File: src/rtl/cam_capture_scaled.sv
// OV7670 RGB565 byte stream to decimated, depth-reduced pixels written into a frame buffer.
// Continuous or single-shot capture, frame counting and odd-line error flag.
module cam_capture_scaled #(
    parameter int CAM_SCREEN_X = 160,
    parameter int CAM_SCREEN_Y = 120,
    parameter int AW           = 15,
    parameter int DW           = 12,
    parameter int DEC_X        = 4,
    parameter int DEC_Y        = 4
) (
    input  logic          clk,
    input  logic          rst,
    input  logic          vsync,
    input  logic          href,
    input  logic [7:0]    data,
    input  logic [1:0]    fmt,
    input  logic          single,
    input  logic          snap,
    output logic [AW-1:0] mem_px_addr,
    output logic [DW-1:0] mem_px_data,
    output logic          px_wr,
    output logic          frame_done,
    output logic [7:0]    frame_count,
    output logic          busy,
    output logic          line_err
);
    localparam int CW = $clog2(CAM_SCREEN_X + 1);
    localparam int RW = $clog2(CAM_SCREEN_Y + 1);
    localparam logic [2:0]    DXM      = 3'(DEC_X - 1);
    localparam logic [2:0]    DYM      = 3'(DEC_Y - 1);
    localparam logic [CW-1:0] SX       = CW'(CAM_SCREEN_X);
    localparam logic [RW-1:0] SY       = RW'(CAM_SCREEN_Y);
    localparam logic [AW-1:0] ROW_STEP = AW'(CAM_SCREEN_X);

    typedef enum logic [1:0] {S_WAIT_VS, S_ARMED, S_IDLE_SNAP, S_CAPTURE} state_t;
    state_t r_state, w_next;

    logic          r_vs_d, r_href_d, r_armed, r_phase;
    logic [7:0]    r_hi;
    logic [1:0]    r_fmt;
    logic [2:0]    r_dx, r_dy;
    logic [CW-1:0] r_scol;
    logic [RW-1:0] r_srow;
    logic [AW-1:0] r_row_base;

    logic          w_vs_rise, w_vs_fall, w_href_fall, w_armed;
    logic          w_start, w_eof, w_px, w_keep;
    logic [4:0]    w_r, w_b;
    logic [5:0]    w_g;
    logic [11:0]   w_pix;

    assign w_vs_rise   = vsync & ~r_vs_d;
    assign w_vs_fall   = ~vsync & r_vs_d;
    assign w_href_fall = r_href_d & ~href;
    assign w_armed     = r_armed | snap;
    assign w_start     = (r_state == S_ARMED) && w_vs_fall;
    assign w_eof       = (r_state == S_CAPTURE) && w_vs_rise;
    assign w_px        = (r_state == S_CAPTURE) && href && r_phase;
    assign w_keep      = w_px && (r_dx == 3'd0) && (r_dy == 3'd0) &&
                         (r_scol < SX) && (r_srow < SY);
    assign busy        = (r_state == S_CAPTURE);

    assign w_r = r_hi[7:3];
    assign w_g = {r_hi[2:0], data[7:5]};
    assign w_b = data[4:0];

    always_comb begin
        case (r_fmt)
            2'd0:    w_pix = {9'd0, w_r[4], w_g[5], w_b[4]};
            2'd1:    w_pix = {4'd0, w_r[4:2], w_g[5:3], w_b[4:3]};
            default: w_pix = {w_r[4:1], w_g[5:2], w_b[4:1]};
        endcase
    end

    always_comb begin
        w_next = r_state;
        case (r_state)
            S_WAIT_VS:   if (vsync) w_next = S_ARMED;
            S_ARMED:     if (w_vs_fall) w_next = (!single || w_armed) ? S_CAPTURE : S_IDLE_SNAP;
            S_IDLE_SNAP: if (w_armed) w_next = S_WAIT_VS;
            S_CAPTURE:   if (w_vs_rise) w_next = S_WAIT_VS;
            default:     w_next = S_WAIT_VS;
        endcase
    end

    always_ff @(posedge clk or negedge rst) begin
        if (!rst) r_state <= S_WAIT_VS;
        else      r_state <= w_next;
    end

    always_ff @(posedge clk or negedge rst) begin
        if (!rst) begin
            r_vs_d      <= 1'b0;
            r_href_d    <= 1'b0;
            r_armed     <= 1'b0;
            r_phase     <= 1'b0;
            r_hi        <= '0;
            r_fmt       <= '0;
            r_dx        <= '0;
            r_dy        <= '0;
            r_scol      <= '0;
            r_srow      <= '0;
            r_row_base  <= '0;
            mem_px_addr <= '0;
            mem_px_data <= '0;
            px_wr       <= 1'b0;
            frame_done  <= 1'b0;
            frame_count <= '0;
            line_err    <= 1'b0;
        end else begin
            r_vs_d     <= vsync;
            r_href_d   <= href;
            px_wr      <= w_keep;
            frame_done <= w_eof;

            // A snap landing on the frame-end cycle survives into the next frame.
            if (w_eof) begin
                frame_count <= frame_count + 8'd1;
                r_armed     <= snap;
            end else if (snap) begin
                r_armed <= 1'b1;
            end

            if (w_keep) begin
                mem_px_addr <= r_row_base + AW'(r_scol);
                mem_px_data <= DW'(w_pix);
            end

            if (w_start) begin
                r_fmt      <= fmt;
                r_phase    <= 1'b0;
                r_dx       <= '0;
                r_dy       <= '0;
                r_scol     <= '0;
                r_srow     <= '0;
                r_row_base <= '0;
                line_err   <= 1'b0;
            end else if (r_state == S_CAPTURE) begin
                if (href) begin
                    r_phase <= ~r_phase;
                    if (!r_phase) begin
                        r_hi <= data;
                    end else begin
                        r_dx <= (r_dx == DXM) ? 3'd0 : r_dx + 3'd1;
                        if (r_dx == DXM && r_scol < SX) r_scol <= r_scol + CW'(1);
                    end
                end else if (w_href_fall) begin
                    r_phase <= 1'b0;
                    r_dx    <= '0;
                    r_scol  <= '0;
                    if (r_phase) line_err <= 1'b1;
                    r_dy <= (r_dy == DYM) ? 3'd0 : r_dy + 3'd1;
                    // Row base steps by a full stored line so short lines keep later rows aligned.
                    if (r_dy == DYM && r_srow < SY) begin
                        r_srow     <= r_srow + RW'(1);
                        r_row_base <= r_row_base + ROW_STEP;
                    end
                end
            end
        end
    end
endmodule
File: config.mk
export PLATFORM = sky130hd
export DESIGN_NAME = cam_capture_scaled
export DESIGN_NICKNAME = d
export VERILOG_FILES = /design/src/rtl/cam_capture_scaled.sv
export SDC_FILE = /design/constraint.sdc
export NUM_CORES = 1
export LEC_CHECK = 0
export CAP_MARGIN = 5
export CORE_ASPECT_RATIO = 0.9
export CORE_MARGIN = 2
export CORE_UTILIZATION = 60
export CTS_BUF_LIST = sky130_fd_sc_hd__clkbuf_8
export DETAILED_ROUTE_END_ITERATION = 8
export PLACE_DENSITY_LB_ADDON = 0.12
export SLEW_MARGIN = 30
export SYNTH_ARGS = -nofsm -noshare
export SYNTH_HDL_FRONTEND = slang
export SYNTH_SLANG_ARGS = --single-unit
File: constraint.sdc
create_clock -name clk -period 3.5 [get_ports clk]
set_input_delay 0.875 -clock clk [delete_from_list [all_inputs] [get_ports clk]]
set_output_delay 0.875 -clock clk [all_outputs]
set_load 0.05 [all_outputs]
==> results of run 1 <==
[worst max path at each step]
stage / end / startpoint / depth (start not counted)
5_1_grt: busy / r_state[1] / 2
3_5_place_dp: r_row_base[12] / href / 5
6_report: busy / r_state[1] / 2
2_1_floorplan: mem_px_addr[0] / href / 6
4_1_cts: busy / r_state[1] / 2
3_3_place_gp: r_row_base[14] / href / 5
[layout make-up]
cell class                      instances  area, um2
Sequential cell                        84       2100
Multi-Input combinational cell        250       1820
Fill cell                             483       1720
Timing Repair Buffer                   58        572
Clock buffer                            9        124
Tap cell                               90        113
Clock inverter                          7       50.0
Inverter                               13       48.8
[power groups by stage]
stage	Clock, mW	Combinational, mW	Sequential [mW]
2_1_floorplan	0	0.396	1.60
3_3_place_gp	0	0.968	1.32
3_5_place_dp	0	0.990	1.33
4_1_cts	0.630	0.993	1.31
5_1_grt	0.665	1.05	1.35
6_report	0.613	0.982	1.31
[cells in the mapped netlist (8+ instances only)]
library cell,instances,share of area (%)
clkbuf_1,8,0.74
nand3_1,14,1.7
ha_1,11,3.4
inv_1,13,1.2
mux2i_1,11,2.7
xor2_1,12,2.6
o21ai_0,9,1.1
nor2_1,18,1.7
a21oi_1,11,1.4
xnor2_1,12,2.6
mux2_2,26,7.2
dfrtp_1,84,52
nand2_1,38,3.5
nand4_1,8,1.2
[flip-flops by register name, indices dropped and copies added (netlist names), 2 cells and up]
signal and count:
r_state 2, r_scol 8, r_hi 7, mem_px_addr 15, r_dy 3, r_srow 7
r_dx 3, r_fmt 2, r_row_base 10, mem_px_data 12, frame_count 8
[routing by layer]
layer  vias to the layer above  share of wire (%)  global-route usage [%]
met5                         -                  0                       0
met4                         0                1.2                    6.92
met3                        10                4.3                    5.99
met2                        62                 48                    36.6
met1                      1449                 46                    30.7
li1                       1405                  -                       -
[cell families after synthesis]
family	after synthesis
adders and majority gates	12
and+or+nand+nor	126
buffers and inverters	29
DFF	84
xor gates and xnor gates	24
AOI/OAI and AO/OA	46
muxes	42
[stage by stage]
step / total power [mW] / setup WS (ns) / std cells / hold slack, ns
finish: 2.91 / 0.612 / 511 / 0.485
global route: 3.06 / 0.501 / 511 / 0.515
CTS: 2.93 / 0.592 / 511 / 0.490
detailed placement: 2.32 / 0.533 / 495 / 0.470
global placement: 2.29 / 0.591 / 495 / 0.460
floorplan: 1.99 / 1.20 / 363 / 0.450
==> impl_metrics.csv, run 1 <==
group,metric,value,unit
outcome,status,"finished clean",
worst_setup_path,cp_cell_sequence,"and2_0 > clkdlybuf4s50_1",
worst_setup_path,cpPeakStageDelay,0.83,ns
global_routing,grt_max_degree,85,
placed_design,port_buffers,54,
logic_synthesis,synth_nets,390,
floorplanning,die-area,7450,um2
layout,final_area,4830,um2
layout,layout.nets,443,
logic_synthesis,synth_top_family_by_area,"simple AND/OR/NAND/NOR gates",
cts,cts_buffers,9,
floorplanning,die-width,90.8,um
routing,dr.pass1.iters,4,
placed_design,gp_congestion,0.840,
worst_setup_path,cp.required,2.62,ns
routing,vias_per_cell,5.73,
cts,hold_buffers,0,
layout,fin_util,73.7,%
floorplanning,fp-row-count,28,
worst_setup_path,path_class,"reg -> out",
routing,drt-wirelength-per-cell,15.1,um
placed_design,dpl_cell_area,4660,um2
placed_design,place_hpwl,5510,um
routing,num_vias,2926,
timing,rsz0062_at_grt,"false",
logic_synthesis,synth-compound-area-share,7.42,%
logic_synthesis,synthSimpleGateAreaFrac,17.3,%
power_and_ir_drop,p_leak,2.20,nW
logic_synthesis,synthCells,363,
layout,layout_common_cells,"dfrtp_1 (84), clkdlybuf4s50_1 (53), nand2_1 (38)",
cts,clk_pin_slew_worst_paths,0.08,ns
global_routing,grt_first_pass_wirelength,13300,um
timing,relSlewSlack,47.2,%
power_and_ir_drop,switchingPower,1.12,mW
timing,period_share,82.5,%
logic_synthesis,synthFlopType,"dfrtp_1",
min_path,holdPathStages,1,
logic_synthesis,ys_warn_count,0,
routing,drc,0,
worst_setup_path,crit_slowest_cell,"clkdlybuf4s50_1",
worst_setup_path,critical-path-top-delay-family,"buffers and inverters",
worst_setup_path,reg2reg_slack,1.22,ns
worst_setup_path,r2r-start,"r_scol[6]",
worst_setup_path,rr_worst_depth,5,
worst_setup_path,timing.rr.end,"mem_px_addr[13]",
worst_setup_path,endpoint_kind,"primary output",
global_routing,grt_use_total,22.6,%
logic_synthesis,syn_area,4070,um2
global_routing,antenna_found_initial,0,
worst_setup_path,startpoint_type,"register",
logic_synthesis,ys_types,49,
power_and_ir_drop,ir_drop,0.425,mV
min_path,hold_class,"reg -> reg",
timing,fin_tns_setup,0,ns
cts,clk_path_buf_depth,2,
worst_setup_path,worstPathMaxFanout,12,
power_and_ir_drop,p_int,1.79,mW
logic_synthesis,synth_edf_count,0,
routing,antenna_left,0,
worst_setup_path,arrival,2.01,ns
cts,ctsResizeCount,0,
timing,tightest_slew,0.787,ns
logic_synthesis,avgSynthCellArea,11.2,um2
flow_run,cap_violations,0,
global_routing,grt_pass1_vias,2802,
timing,drv_slew,0,
routing,drt-total-wl,7740,um
global_routing,overflow,0,
power_and_ir_drop,pwr-share-clk,21.1,%
logic_synthesis,synth_seq_cells,84,
floorplanning,die_h,82.1,um
logic_synthesis,ys_seq_area_share,51.7,%
timing,fin_crit,2.89,ns
floorplanning,io_pins,55,
power_and_ir_drop,combPwrFrac,33.8,%
cts,htreeDepth,3,
layout,areaGrowthSynthToFinish,18.8,%
floorplanning,start_util,62.1,%
power_and_ir_drop,powerDensity,602,nW/um2
cts,root_buffer,"clkbuf_8",
timing,max_freq,346,MHz
cts,post_cts_buffers,0,
timing,setup_viol,0,
worst_setup_path,worst-path-buf-inv,1,
cts,cts_tree,"yes",
layout,n_antenna_cell,0,
power_and_ir_drop,switching_share,38.4,%
logic_synthesis,synth-xor-area-share,5.17,%
logic_synthesis,synthMuxAreaShare,11.3,%
logic_synthesis,async_flop_share,100,%
floorplanning,core_area,6550,um2
power_and_ir_drop,seqPwrFrac,45.1,%
layout,final_common_cell,"dfrtp_1",
min_path,min_from,"frame_count[7]",
routing,first_iter_violations,175,
layout,drive_gt1_share,12.6,%
cts,clock-sinks,84,
min_path,holdPathEnd,"frame_count[7]",
cts,clk_latency,0.36,ns
timing,fin_skew,0.00646,ns
logic_synthesis,synthAdderAreaFrac,3.63,%
timing,hold_viol_final,0,
Note: power is estimated with default switching activity, not from simulation.
==> run 2, diff against run 1 <==
Settings changed: CORE_UTILIZATION 60 to 51.
Clock period 3.5 ns to 2.39 ns, I/O delays scaled along.
==> run 2 against run 1 <==
Clock skew grew 0.013 ns. Count of clock-buffer cells in the layout grew 2. Final cell count grew 4.5%. Highest routed layer unchanged. Critical endpoint is now frame_count[2]. Hold slack lost 0.22 ns. Largest cell class unchanged. Power grew 54%. Critical path type unchanged.
==> impl_metrics.csv, run 2 (synthesis results as in run 1) <==
group,metric,value,unit
cts,cts_buffers,9,
global_routing,met2_usage,30.7,%
min_path,hold_class,"in -> async",
floorplanning,core_area,7620,um2
worst_setup_path,crit_end,"frame_count[2]",
routing,drt-wirelength-per-cell,14.7,um
worst_setup_path,critical-path-top-delay-family,"buffers and inverters",
floorplanning,die_h,88.7,um
floorplanning,die-width,98.1,um
power_and_ir_drop,p_int,2.82,mW
cts,post_cts_buffers,0,
layout,regMostFlops,"mem_px_addr",
placed_design,place_hpwl,5620,um
timing,fin_crit,2.24,ns
worst_setup_path,crit_slowest_cell,"clkdlybuf4s50_1",
global_routing,gr-usage-met1,28.0,%
cts,clk_latency,0.36,ns
floorplanning,io_pins,55,
cts,clock-sinks,84,
power_and_ir_drop,powerDensity,888,nW/um2
routing,num_vias,2927,
power_and_ir_drop,switching_share,36.9,%
global_routing,grt_use_met3,6.71,%
worst_setup_path,arrival,1.64,ns
power_and_ir_drop,power,4.46,mW
timing,rsz0062_at_grt,"false",
worst_setup_path,worst-path-buf-inv,1,
power_and_ir_drop,p_leak,2.32,nW
worst_setup_path,startpoint_type,"register",
worst_setup_path,timing.rr.end,"mem_px_addr[11]",
power_and_ir_drop,ir_drop,0.580,mV
power_and_ir_drop,switchingPower,1.65,mW
cts,ctsResizeCount,0,
layout,fillers,603,
global_routing,grt_pass1_vias,2831,
timing,setup_viol,0,
timing,relSlewSlack,66.1,%
global_routing,grt_max_degree,85,
cts,clk_path_buf_depth,2,
floorplanning,fp-row-count,30,
placed_design,gp_congestion,0.791,
worst_setup_path,rr_worst_depth,6,
layout,drive_gt1_share,16.2,%
routing,dr.pass1.iters,4,
worst_setup_path,cpPeakStageDelay,0.84,ns
layout,final_common_cell,"dfrtp_1",
routing,vias_per_cell,5.48,
layout,n_antenna_cell,0,
worst_setup_path,startpoint,"frame_count[2]",
layout,layout_common_cells,"dfrtp_1 (84), clkdlybuf4s50_1 (52), nand2_1 (38)",
worst_setup_path,endpoint_kind,"primary output",
timing,period_share,93.5,%
routing,antenna_left,0,
power_and_ir_drop,combPwrFrac,32.9,%
routing,first_iter_violations,129,
global_routing,grt_first_pass_wirelength,13900,um
timing,fin_tns_setup,0,ns
floorplanning,start_util,53.3,%
layout,layout.nets,460,
layout,fin_util,66.0,%
layout,largestRegisters,"mem_px_addr x15, mem_px_data x12, r_row_base x10",
worst_setup_path,cp_cell_sequence,"clkdlybuf4s50_1",
power_and_ir_drop,pwr-share-clk,24.1,%
cts,htreeDepth,3,
floorplanning,die-area,8700,um2
worst_setup_path,r2r-start,"r_scol[6]",
worst_setup_path,reg2reg_slack,0.51,ns
global_routing,antenna_found_initial,0,
routing,drc,0,
timing,fin_skew,0.0195,ns
power_and_ir_drop,seqPwrFrac,43.0,%
worst_setup_path,cp_num_cells,1,
layout,areaGrowthSynthToFinish,23.7,%
timing,tightest_slew,0.508,ns
worst_setup_path,cp.required,1.79,ns
cts,cts_tree,"yes",
cts,hold_buffers,0,
cts,clk_pin_slew_worst_paths,0.08,ns
worst_setup_path,worstPathMaxFanout,6,
global_routing,busiest_layer,"met2",
worst_setup_path,path_class,"reg -> out",
routing,drt-total-wl,7870,um
timing,holdWs,0.263,ns
flow_run,cap_violations,0,
timing,drv_slew,0,
layout,largest_reg_flops,15,
placed_design,port_buffers,54,
timing,hold_viol_final,0,
outcome,status,"finished clean",
cts,root_buffer,"clkbuf_8",
global_routing,grt_use_total,20.0,%
global_routing,overflow,0,
timing,max_freq,447,MHz
## run 2: metrics by stage
| step | cell area (um2) | instances | worst slack, ns |
|---|---|---|---|
| global route | 5030 | 534 | 0.0746 |
| global placement | 4810 | 518 | 0.0546 |
| CTS | 5030 | 534 | 0.133 |
| floorplan | 4070 | 363 | 0.365 |
| detailed placement | 4810 | 518 | 0.0182 |
| finish | 5030 | 534 | 0.155 |
## run 2: layout make-up
cell class	count	area, um2	area share [%]
Inverter	13	48.8	0.971
Sequential cell	84	2100	41.8
Multi-Input combinational cell	250	1820	36.2
Clock buffer	11	151	3.01
Timing Repair Buffer	75	718	14.3
Tap cell	96	120	2.39
Clock inverter	5	66.3	1.32
## run 2: how the worst min path moves through the flow
stage,to,slack (ns),depth (start not counted)
after floorplan,frame_count[0],0.30,0
after global placement,frame_count[7],0.46,1
after detailed placement,r_armed,0.47,1
after CTS,r_hi[4],0.27,2
after global routing,mem_px_addr[10],0.28,2
final,mem_px_addr[10],0.26,2
## run 2: power by group through the flow
stage	Sequential (mW)	Clock, mW	Combinational (mW)
CTS	1.91	1.11	1.49
detailed placement	1.94	0	1.48
floorplan	2.34	0	0.580
finish	1.92	1.08	1.47
global placement	1.93	0	1.46
global route	1.96	1.18	1.58
## run 2: per-layer routing
| metal | share of wire, % | wire [um] |
|---|---|---|
| met5 | 0 | 0 |
| met4 | 0.97 | 76 |
| met3 | 5.2 | 410 |
| met2 | 45 | 3500 |
| met1 | 49 | 3880 |
